**src/rtl/mips_defs.sv**
```systemverilog
// Shared MIPS32 decode constants for the ID/EX issue path.
// Holds ALU selector codes, opcode/funct encodings and default datapath widths.
// No ports; imported by id_ex_stage and operand_forward.
package mips_defs;

    localparam int DEF_BUS_SIZE = 32;
    localparam int DEF_REG_ADDR = 5;

    // ALU selector encodings
    localparam logic [2:0] ALU_SUM  = 3'b000;
    localparam logic [2:0] ALU_SUB  = 3'b001;
    localparam logic [2:0] ALU_AND  = 3'b010;
    localparam logic [2:0] ALU_OR   = 3'b011;
    localparam logic [2:0] ALU_XOR  = 3'b100;
    localparam logic [2:0] ALU_NONE = 3'b101;

    // Opcodes
    localparam logic [5:0] OP_RTYPE = 6'b000000;
    localparam logic [5:0] OP_ADDI  = 6'b001000;
    localparam logic [5:0] OP_ADDIU = 6'b001001;
    localparam logic [5:0] OP_ANDI  = 6'b001100;
    localparam logic [5:0] OP_ORI   = 6'b001101;
    localparam logic [5:0] OP_XORI  = 6'b001110;

    // R-type funct codes
    localparam logic [5:0] F_ADD  = 6'b100000;
    localparam logic [5:0] F_ADDU = 6'b100001;
    localparam logic [5:0] F_SUB  = 6'b100010;
    localparam logic [5:0] F_SUBU = 6'b100011;
    localparam logic [5:0] F_AND  = 6'b100100;
    localparam logic [5:0] F_OR   = 6'b100101;
    localparam logic [5:0] F_XOR  = 6'b100110;

endpackage

```
**src/rtl/operand_forward.sv**
```systemverilog
// Purpose: per-source bypass mux picking EX/MEM, MEM/WB or register-file data.
// Latency: combinational. Backpressure: none (pure function of inputs).
// Ports: i_src source index, i_rf_data, EX/MEM and MEM/WB write info/data; o_data result.
module operand_forward
    import mips_defs::*;
#(
    parameter int BUS_SIZE = DEF_BUS_SIZE,
    parameter int REG_ADDR = DEF_REG_ADDR
) (
    input  logic [REG_ADDR-1:0] i_src,
    input  logic [BUS_SIZE-1:0] i_rf_data,
    input  logic                i_exmem_wr,
    input  logic [REG_ADDR-1:0] i_exmem_rd,
    input  logic [BUS_SIZE-1:0] i_exmem_data,
    input  logic                i_memwb_wr,
    input  logic [REG_ADDR-1:0] i_memwb_rd,
    input  logic [BUS_SIZE-1:0] i_memwb_data,
    output logic [BUS_SIZE-1:0] o_data
);

    logic w_hit_exmem;
    logic w_hit_memwb;

    // $0 is never a bypass target: a producer "writing" $0 writes nothing.
    assign w_hit_exmem = i_exmem_wr && (i_exmem_rd != '0) && (i_exmem_rd == i_src);
    assign w_hit_memwb = i_memwb_wr && (i_memwb_rd != '0) && (i_memwb_rd == i_src);

    // The younger producer (EX/MEM) wins when both stages target the same register.
    assign o_data = w_hit_exmem ? i_exmem_data :
                    w_hit_memwb ? i_memwb_data : i_rf_data;

endmodule

```
**src/rtl/id_ex_stage.sv**
```systemverilog
// Purpose: decode MIPS32 ALU instructions, resolve forwarded operands, register into ID/EX latch.
// Latency: 1 cycle instr -> outputs, all outputs registered.
// Backpressure: stall holds the latch; flush or in_valid=0 loads a bubble.
// Ports: clk/reset (sync, active-high); instr + rs/rt data + EX/MEM, MEM/WB bypass inputs;
//        alu_a/alu_b/alu_sel/rd_out/reg_write/out_valid/illegal outputs.
module id_ex_stage
    import mips_defs::*;
#(
    parameter int BUS_SIZE = DEF_BUS_SIZE,
    parameter int REG_ADDR = DEF_REG_ADDR
) (
    input  logic                clk,
    input  logic                reset,
    input  logic                in_valid,
    input  logic                stall,
    input  logic                flush,
    input  logic [31:0]         instr,
    input  logic [BUS_SIZE-1:0] rs_data,
    input  logic [BUS_SIZE-1:0] rt_data,
    input  logic                exmem_wr,
    input  logic [REG_ADDR-1:0] exmem_rd,
    input  logic [BUS_SIZE-1:0] exmem_data,
    input  logic                memwb_wr,
    input  logic [REG_ADDR-1:0] memwb_rd,
    input  logic [BUS_SIZE-1:0] memwb_data,
    output logic [BUS_SIZE-1:0] alu_a,
    output logic [BUS_SIZE-1:0] alu_b,
    output logic [2:0]          alu_sel,
    output logic [REG_ADDR-1:0] rd_out,
    output logic                reg_write,
    output logic                out_valid,
    output logic                illegal
);

    logic [5:0]          w_op;
    logic [5:0]          w_funct;
    logic [2:0]          w_sel;
    logic [REG_ADDR-1:0] w_dest;
    logic                w_decoded;
    logic                w_use_imm;
    logic                w_sext;
    logic                w_illegal;
    logic [BUS_SIZE-1:0] w_imm;
    logic [BUS_SIZE-1:0] w_fwd_rs;
    logic [BUS_SIZE-1:0] w_fwd_rt;

    logic [BUS_SIZE-1:0] r_alu_a;
    logic [BUS_SIZE-1:0] r_alu_b;
    logic [2:0]          r_alu_sel;
    logic [REG_ADDR-1:0] r_rd;
    logic                r_reg_write;
    logic                r_valid;
    logic                r_illegal;

    assign w_op    = instr[31:26];
    assign w_funct = instr[5:0];

    operand_forward #(.BUS_SIZE(BUS_SIZE), .REG_ADDR(REG_ADDR)) u_fwd_rs (
        .i_src        (REG_ADDR'(instr[25:21])),
        .i_rf_data    (rs_data),
        .i_exmem_wr   (exmem_wr),
        .i_exmem_rd   (exmem_rd),
        .i_exmem_data (exmem_data),
        .i_memwb_wr   (memwb_wr),
        .i_memwb_rd   (memwb_rd),
        .i_memwb_data (memwb_data),
        .o_data       (w_fwd_rs)
    );

    operand_forward #(.BUS_SIZE(BUS_SIZE), .REG_ADDR(REG_ADDR)) u_fwd_rt (
        .i_src        (REG_ADDR'(instr[20:16])),
        .i_rf_data    (rt_data),
        .i_exmem_wr   (exmem_wr),
        .i_exmem_rd   (exmem_rd),
        .i_exmem_data (exmem_data),
        .i_memwb_wr   (memwb_wr),
        .i_memwb_rd   (memwb_rd),
        .i_memwb_data (memwb_data),
        .o_data       (w_fwd_rt)
    );

    always_comb begin
        w_sel     = ALU_NONE;
        w_dest    = REG_ADDR'(instr[20:16]);
        w_decoded = 1'b0;
        w_use_imm = 1'b0;
        w_sext    = 1'b0;
        case (w_op)
            OP_RTYPE: begin
                w_dest = REG_ADDR'(instr[15:11]);
                w_decoded = 1'b1;
                case (w_funct)
                    F_ADD, F_ADDU: w_sel = ALU_SUM;
                    F_SUB, F_SUBU: w_sel = ALU_SUB;
                    F_AND:         w_sel = ALU_AND;
                    F_OR:          w_sel = ALU_OR;
                    F_XOR:         w_sel = ALU_XOR;
                    default:       w_decoded = 1'b0;
                endcase
            end
            OP_ADDI, OP_ADDIU: begin
                w_sel = ALU_SUM; w_decoded = 1'b1; w_use_imm = 1'b1; w_sext = 1'b1;
            end
            OP_ANDI: begin
                w_sel = ALU_AND; w_decoded = 1'b1; w_use_imm = 1'b1;
            end
            OP_ORI: begin
                w_sel = ALU_OR;  w_decoded = 1'b1; w_use_imm = 1'b1;
            end
            OP_XORI: begin
                w_sel = ALU_XOR; w_decoded = 1'b1; w_use_imm = 1'b1;
            end
            default: ;
        endcase
    end

    // The all-zero word (sll $0,$0,0) is the canonical NOP: valid but not flagged.
    assign w_illegal = !w_decoded && (instr != 32'd0);

    assign w_imm = w_sext ? {{(BUS_SIZE-16){instr[15]}}, instr[15:0]}
                          : {{(BUS_SIZE-16){1'b0}}, instr[15:0]};

    always_ff @(posedge clk) begin
        if (reset || flush || (!stall && !in_valid)) begin
            r_alu_a     <= '0;
            r_alu_b     <= '0;
            r_alu_sel   <= ALU_NONE;
            r_rd        <= '0;
            r_reg_write <= 1'b0;
            r_valid     <= 1'b0;
            r_illegal   <= 1'b0;
        end else if (!stall) begin
            r_alu_a     <= w_fwd_rs;
            r_alu_b     <= w_use_imm ? w_imm : w_fwd_rt;
            r_alu_sel   <= w_sel;
            r_rd        <= w_decoded ? w_dest : '0;
            r_reg_write <= w_decoded && (w_dest != '0);
            r_valid     <= 1'b1;
            r_illegal   <= w_illegal;
        end
    end

    assign alu_a     = r_alu_a;
    assign alu_b     = r_alu_b;
    assign alu_sel   = r_alu_sel;
    assign rd_out    = r_rd;
    assign reg_write = r_reg_write;
    assign out_valid = r_valid;
    assign illegal   = r_illegal;

endmodule

```
**config.mk**
```make
export PLATFORM = sky130hd
export DESIGN_NAME = id_ex_stage
export DESIGN_NICKNAME = d
export VERILOG_FILES = /design/src/rtl/mips_defs.sv /design/src/rtl/operand_forward.sv /design/src/rtl/id_ex_stage.sv
export SDC_FILE = /design/constraint.sdc
export NUM_CORES = 1
export LEC_CHECK = 0
export CORE_AREA = 2 2 113 115
export DETAILED_ROUTE_END_ITERATION = 6
export DIE_AREA = 0 0 115 117
export HOLD_SLACK_MARGIN = 0.05
export PLACE_DENSITY_LB_ADDON = 0.08
export SYNTH_ARGS = -nofsm -noshare
export SYNTH_HDL_FRONTEND = slang
export SYNTH_SLANG_ARGS = --single-unit
```
**constraint.sdc**
```tcl
create_clock -name clk -period 3 [get_ports clk]
set_input_delay 0.9 -clock clk [delete_from_list [all_inputs] [get_ports clk]]
set_output_delay 0.9 -clock clk [all_outputs]
set_load 0.005 [all_outputs]
```
==> impl_metrics.toml, run 1 <==
[clocking]
cts_made_buffers = 9
cts_sinks = 75
clockBufferDepth = 2
cts_root_buf = "clkbuf_16"
clock_latency_ns = 0.34
cts_tree = "built"
path_clk_slew_ns = 0.06
cts_max_level = 3
cts_setup_buffers = 0

[detailed_routing]
via_per_inst = 5.74
route.detailed.drc = 0
drtPass1Iterations = 5
initialDrtViolationCount = 466
via_count = 5811
drt-total-wl_mm = 19.8
wl_per_cell_um = 19.5
postRouteAntennaNets = 0

[final_layout]
diodes = 0
fillers = 1071
most-common-layout-cells = "250 x clkdlybuf4s50_1, 75 x dfxtp_1, 71 x a21oi_1, 44 x nand2_1, 41 x nor2_1"
area_growth_pct = 65.2
postLayoutCoreUtil = 0.645
drive_above_1_share = 0.0835
multi_input_area_mm2 = 0.00297
stdcell_count = 1012
num-nets-final = 1034
regArea_mm2 = 0.00150
final_common_cell = "clkdlybuf4s50_1"

[floorplanning]
die_h_um = 117
pin_count = 252
start_util = 0.390
coreArea_mm2 = 0.0123
rows = 41
die_w_um = 115
dieArea_mm2 = 0.0135

[worst_setup_path]
cp-start-kind = "input port"
reg2reg_to = "alu_b[27]"
cp_slowest_cell = "or4_1"
crit_required_ns = 3.21
crit_path_frequent_cell = "or4_1"
worstPathArrival_ns = 3.12
end_kind = "flip-flop"
r2r_cells = 4
slowest_delay_ns = 0.53
crit_chain = "clkdlybuf4s50_1 -> or4_1 -> o21ai_1 -> or4_1 -> buf_4 -> nor2_1 -> a2111oi_0"
worstSetupPathType = "in2reg"
crit_family = "simple AND/OR/NAND/NOR gates"
cp_max_fo = 16
reg2reg_from = "alu_b[27]"
path_buf_inv = 2
rrSetupSlack_ns = 2.04

[timing]
rsz0062_at_grt = "yes"
finalClockSkew_ns = 0
tightest_slew_ns = 1.14
relSlewSlack = 0.240
timing.final.crit_share = 0.970
max_freq_mhz = 344
hold_viol_final = 0
slew_viol_final = 0
min_period_ns = 2.91
finalSetupViolations = 0

[flow_run]
cap_violations = 0

[synth]
synth_top_area_cell = "dfxtp_1"
ys_async_sr_fraction = 0
ys_seq_elements = 75
ys_top_cells_by_area = "dfxtp_1 31%, mux2i_1 7.9%, a21oi_1 7.4%"
syn_area_mm2 = 0.00480
synth_area_per_cell_um2 = 7.79
ys_warn_count = 0
synthFlopType = "dfxtp_1"
synth_cell_type_count = 44
netlist.area_leader.share = 0.313
synth_edf_count = 0
syn-num-nets = 794
synthCells = 617
yosysSeqAreaShare = 0.313

[place]
place_inst = 996
placement.io_buffers = 251
place_congestion = 0.845
dp_hpwl_mm = 14.4

[power]
max-vdd-ir-drop_v = 0.000277
p_sw_uw = 769
p_sw_frac = 0.273
p_clk_frac = 0.373
p_comb_frac = 0.252
seqPwrFrac = 0.375
power_leakage_nw = 2.86
p_int_mw = 2.04
power_density_mw_per_mm2 = 355

[grt]
grt_start_max_net_pins = 58
antenna_found_initial = 0
grt_pass1_wl_mm = 29.9
grt_pass1_vias = 5772
grt-ovfl-total = 0
grt_usage = 0.285

[hold_path]
min_to = "out_valid"
hold_depth = 2
holdCritPathClass = "reg2reg"
min-delay-start = "out_valid"

[status]
outcome = "finished, final reports clean"
==> synthesized netlist by cell type (2+ instances only) <==
library cell	count
nor4_1	6
a21oi_1	71
xor2_1	10
a2111oi_0	32
nor3b_1	3
nand2_1	44
dfxtp_1	75
a221oi_1	32
mux2i_1	38
xnor2_1	10
nor2b_1	5
a21o_1	16
nor3_1	7
nor2_1	43
nand3_1	5
o21ai_0	34
or3_2	5
and3_1	32
inv_1	33
clkbuf_1	48
buf_2	6
or4_1	5
o211ai_1	32
o21ai_1	2
buf_4	4
==> repair_timing <==
item	in CTS	in global routing
resized for setup	0	9
hold buffers	0	0
endpoints found under the setup margin	0	10
==> per-stage QoR <==
stage	total power [mW]	instance area, um2	setup slack (ns)	TNS, ns	hold slack (ns)
floorplan	1.32	4800	0.256	0	0.444
global placement	1.77	7640	-0.128	-2.84	0.439
detailed placement	1.78	7640	-0.234	-5.73	0.448
CTS	2.82	7920	0.110	0	0.457
global route	2.93	7940	-0.000411	-0.000411	0.490
finish	2.81	7940	0.0902	0	0.457
==> routing by layer <==
layer / part of all wire / vias to the layer above / track usage
met3: 0.077 / 28 / 0.0566
met4: 0.021 / 0 / 0.108
met5: 0 / - / 0
met2: 0.48 / 269 / 0.478
li1: - / 2784 / -
met1: 0.42 / 2730 / 0.363
==> cell families after synthesis <==
logic type | count (synthesis) | share of synthesized area
AO/OA/AOI/OAI | 229 | 0.323
multiplexers | 38 | 0.0792
XOR/XNOR | 20 | 0.0365
AND/OR/NAND/NOR | 162 | 0.170
buffers and inverters | 93 | 0.0789
flip-flops | 75 | 0.313
==> state kept, by name (all words and copies together), names as in the netlist <==
name and count:
alu_a 32, alu_b 32, rd_out 5, alu_sel 3, illegal 1, out_valid 1
reg_write 1
==> how the worst max path moves through the flow <==
stage | startpoint | to | slack [ns] | depth (start not counted)
after floorplan | memwb_rd[4] | alu_a[10] | 0.26 | 8
after global placement | memwb_rd[4] | alu_a[5] | -0.13 | 7
after detailed placement | exmem_rd[1] | alu_a[6] | -0.23 | 7
after CTS | exmem_rd[1] | alu_a[6] | 0.11 | 7
after global routing | exmem_rd[1] | alu_a[22] | -0.0004 | 7
final | exmem_rd[1] | alu_a[22] | 0.09 | 7
==> power by group through the flow <==
stage	Combinational [mW]	Sequential [mW]	Clock, mW
after floorplan	0.243	1.08	0
after global placement	0.691	1.07	0
after detailed placement	0.699	1.08	0
after CTS	0.703	1.06	1.06
after global routing	0.761	1.06	1.11
final	0.710	1.06	1.05
==> cell type report <==
class                           count  area share
Sequential cell                    75       0.189
Clock inverter                      3     0.00268
Tap cell                          150      0.0237
Inverter                           33      0.0156
Timing Repair Buffer              289       0.362
Multi-Input combinational cell    449       0.374
Clock buffer                       13      0.0328
==> worst reg2reg max path: stages (launching register included) <==
cell and delay (ns):
dfxtp_1 0.34, inv_1 0.05, a21oi_1 0.19, o211ai_1 0.13, o21ai_0 0.18
(Power assumes the default switching activity.)
==> run 2: changes to the inputs <==
Settings changed: CORE_AREA 2 2 113 115 to 2 2 112 114, CTS_BUF_LIST from default to sky130_fd_sc_hd__clkbuf_8, DIE_AREA 0 0 115 117 to 0 0 114 116.
==> impl_metrics.toml, run 2 (synthesis gave the netlist of run 1 again) <==
[status]
outcome = "finished, final reports clean"

[grt]
grt_usage = 0.298
grt_pass1_vias = 5747
grt_start_max_net_pins = 45
met3_usage = 0.0607
antenna_found_initial = 0
grt_busiest_layer = "met2"
grtUsageMet1 = 0.376
grt_pass1_wl_mm = 30.5
grt-ovfl-total = 0
use_met2 = 0.508

[final_layout]
final_common_cell = "clkdlybuf4s50_1"
fillers = 1050
drive_above_1_share = 0.0849
most-common-layout-cells = "250 x clkdlybuf4s50_1, 75 x dfxtp_1, 71 x a21oi_1, 44 x nand2_1, 41 x nor2_1"
num-nets-final = 1032
design_area_mm2 = 0.00787
diodes = 0
stdcell_count = 1007
postLayoutCoreUtil = 0.660
area_growth_pct = 63.7

[clocking]
cts_root_buf = "clkbuf_8"
clock_latency_ns = 0.37
cts_tree = "built"
cts_sinks = 75
path_clk_slew_ns = 0.09
cts_made_buffers = 9
clockBufferDepth = 2
ctsHoldBuffers = 0
cts_max_level = 3
cts_resized = 0
cts_setup_buffers = 0

[floorplanning]
dieArea_mm2 = 0.0132
start_util = 0.403
rows = 40
die_w_um = 114
coreArea_mm2 = 0.0119
pin_count = 252
die_h_um = 116

[power]
power_density_mw_per_mm2 = 336
max-vdd-ir-drop_v = 0.000316
power_leakage_nw = 2.83

[place]
place_congestion = 0.943
placement.io_buffers = 251
dp_hpwl_mm = 14.2
place_ws_ns = -0.210
detailed_place.area_mm2 = 0.00765
place_inst = 991

[timing]
setup_ws_ns = 0.180
min_period_ns = 2.82
timing.hold.ws_ns = 0.456
hold_viol_final = 0
timing.final.crit_share = 0.940
rsz0062_at_grt = "no"
slew_viol_final = 0
finalClockSkew_ns = 0
tightest_slew_ns = 0.719
max_freq_mhz = 355
relSlewSlack = 0.521
finalSetupViolations = 0

[worst_setup_path]
cp_max_fo = 20
crit_required_ns = 3.25
end_kind = "flip-flop"
cp-start-kind = "input port"
worstPathArrival_ns = 3.07
worstSetupPathType = "in2reg"

[detailed_routing]
via_count = 5879
drt-total-wl_mm = 20.1
postRouteAntennaNets = 0
route.detailed.drc = 0
initialDrtViolationCount = 518
via_per_inst = 5.84
drtPass1Iterations = 5
wl_per_cell_um = 19.9

[flow_run]
cap_violations = 0

[hold_path]
holdCritPathClass = "reg2reg"
==> run 2: final cells by class <==
cell class                      count  area [um2]  share of cell area
Multi-Input combinational cell    449        2960               0.377
Timing Repair Buffer              287        2880               0.366
Sequential cell                    75        1500               0.191
Tap cell                          147         184              0.0234
Clock buffer                       11         151              0.0192
Inverter                           33         124              0.0157
Clock inverter                      5        60.1             0.00764
==> run 2: routing by layer <==
metal / share of wire / wire [um] / vias up
li1: - / - / 2778
met1: 0.41 / 8320 / 2765
met2: 0.48 / 9630 / 311
met3: 0.088 / 1770 / 25
met4: 0.017 / 348 / 0
met5: 0 / 0 / -
==> run 2: metrics by stage <==
stage	power, mW	setup TNS (ns)
after detailed placement	1.78	-3.04
after floorplan	1.32	0
final	2.64	0
after global routing	2.73	0
after CTS	2.64	0
after global placement	1.77	-1.02
==> run 2: worst max-delay path, stage by stage <==
cell and delay, ns:
clkdlybuf4s50_1 0.42, or4_1 0.52, o21a_1 0.21, and4_2 0.24, buf_12 0.18, mux2i_1 0.12, a2111oi_0 0.47
==> run 2: where the power goes <==
group	switching (mW)	leakage [nW]	internal (mW)	total (mW)
Clock	0.440	0.106	0.433	0.873
Sequential	0.0212	0.611	1.03	1.05
Combinational	0.309	2.12	0.404	0.713
Total	0.770	2.83	1.87	2.64
==> run 2: final timing paths <==
path                             startpoint  slack, ns        end  cells after the start
worst max register to register    alu_b[30]       2.03  alu_b[30]                      4
worst max-delay path            memwb_rd[4]       0.18  alu_a[28]                      7
worst min register to register    out_valid       0.46  out_valid                      2
worst min-delay path              out_valid       0.46  out_valid                      2
==> run 3: changes to the inputs <==
Settings changed: ABC_CLOCK_PERIOD_IN_PS from default to 3000, CAP_MARGIN from default to 20.
==> results of run 3 <==
No change in the layout: final DEF, timing and power equal those of run 2.
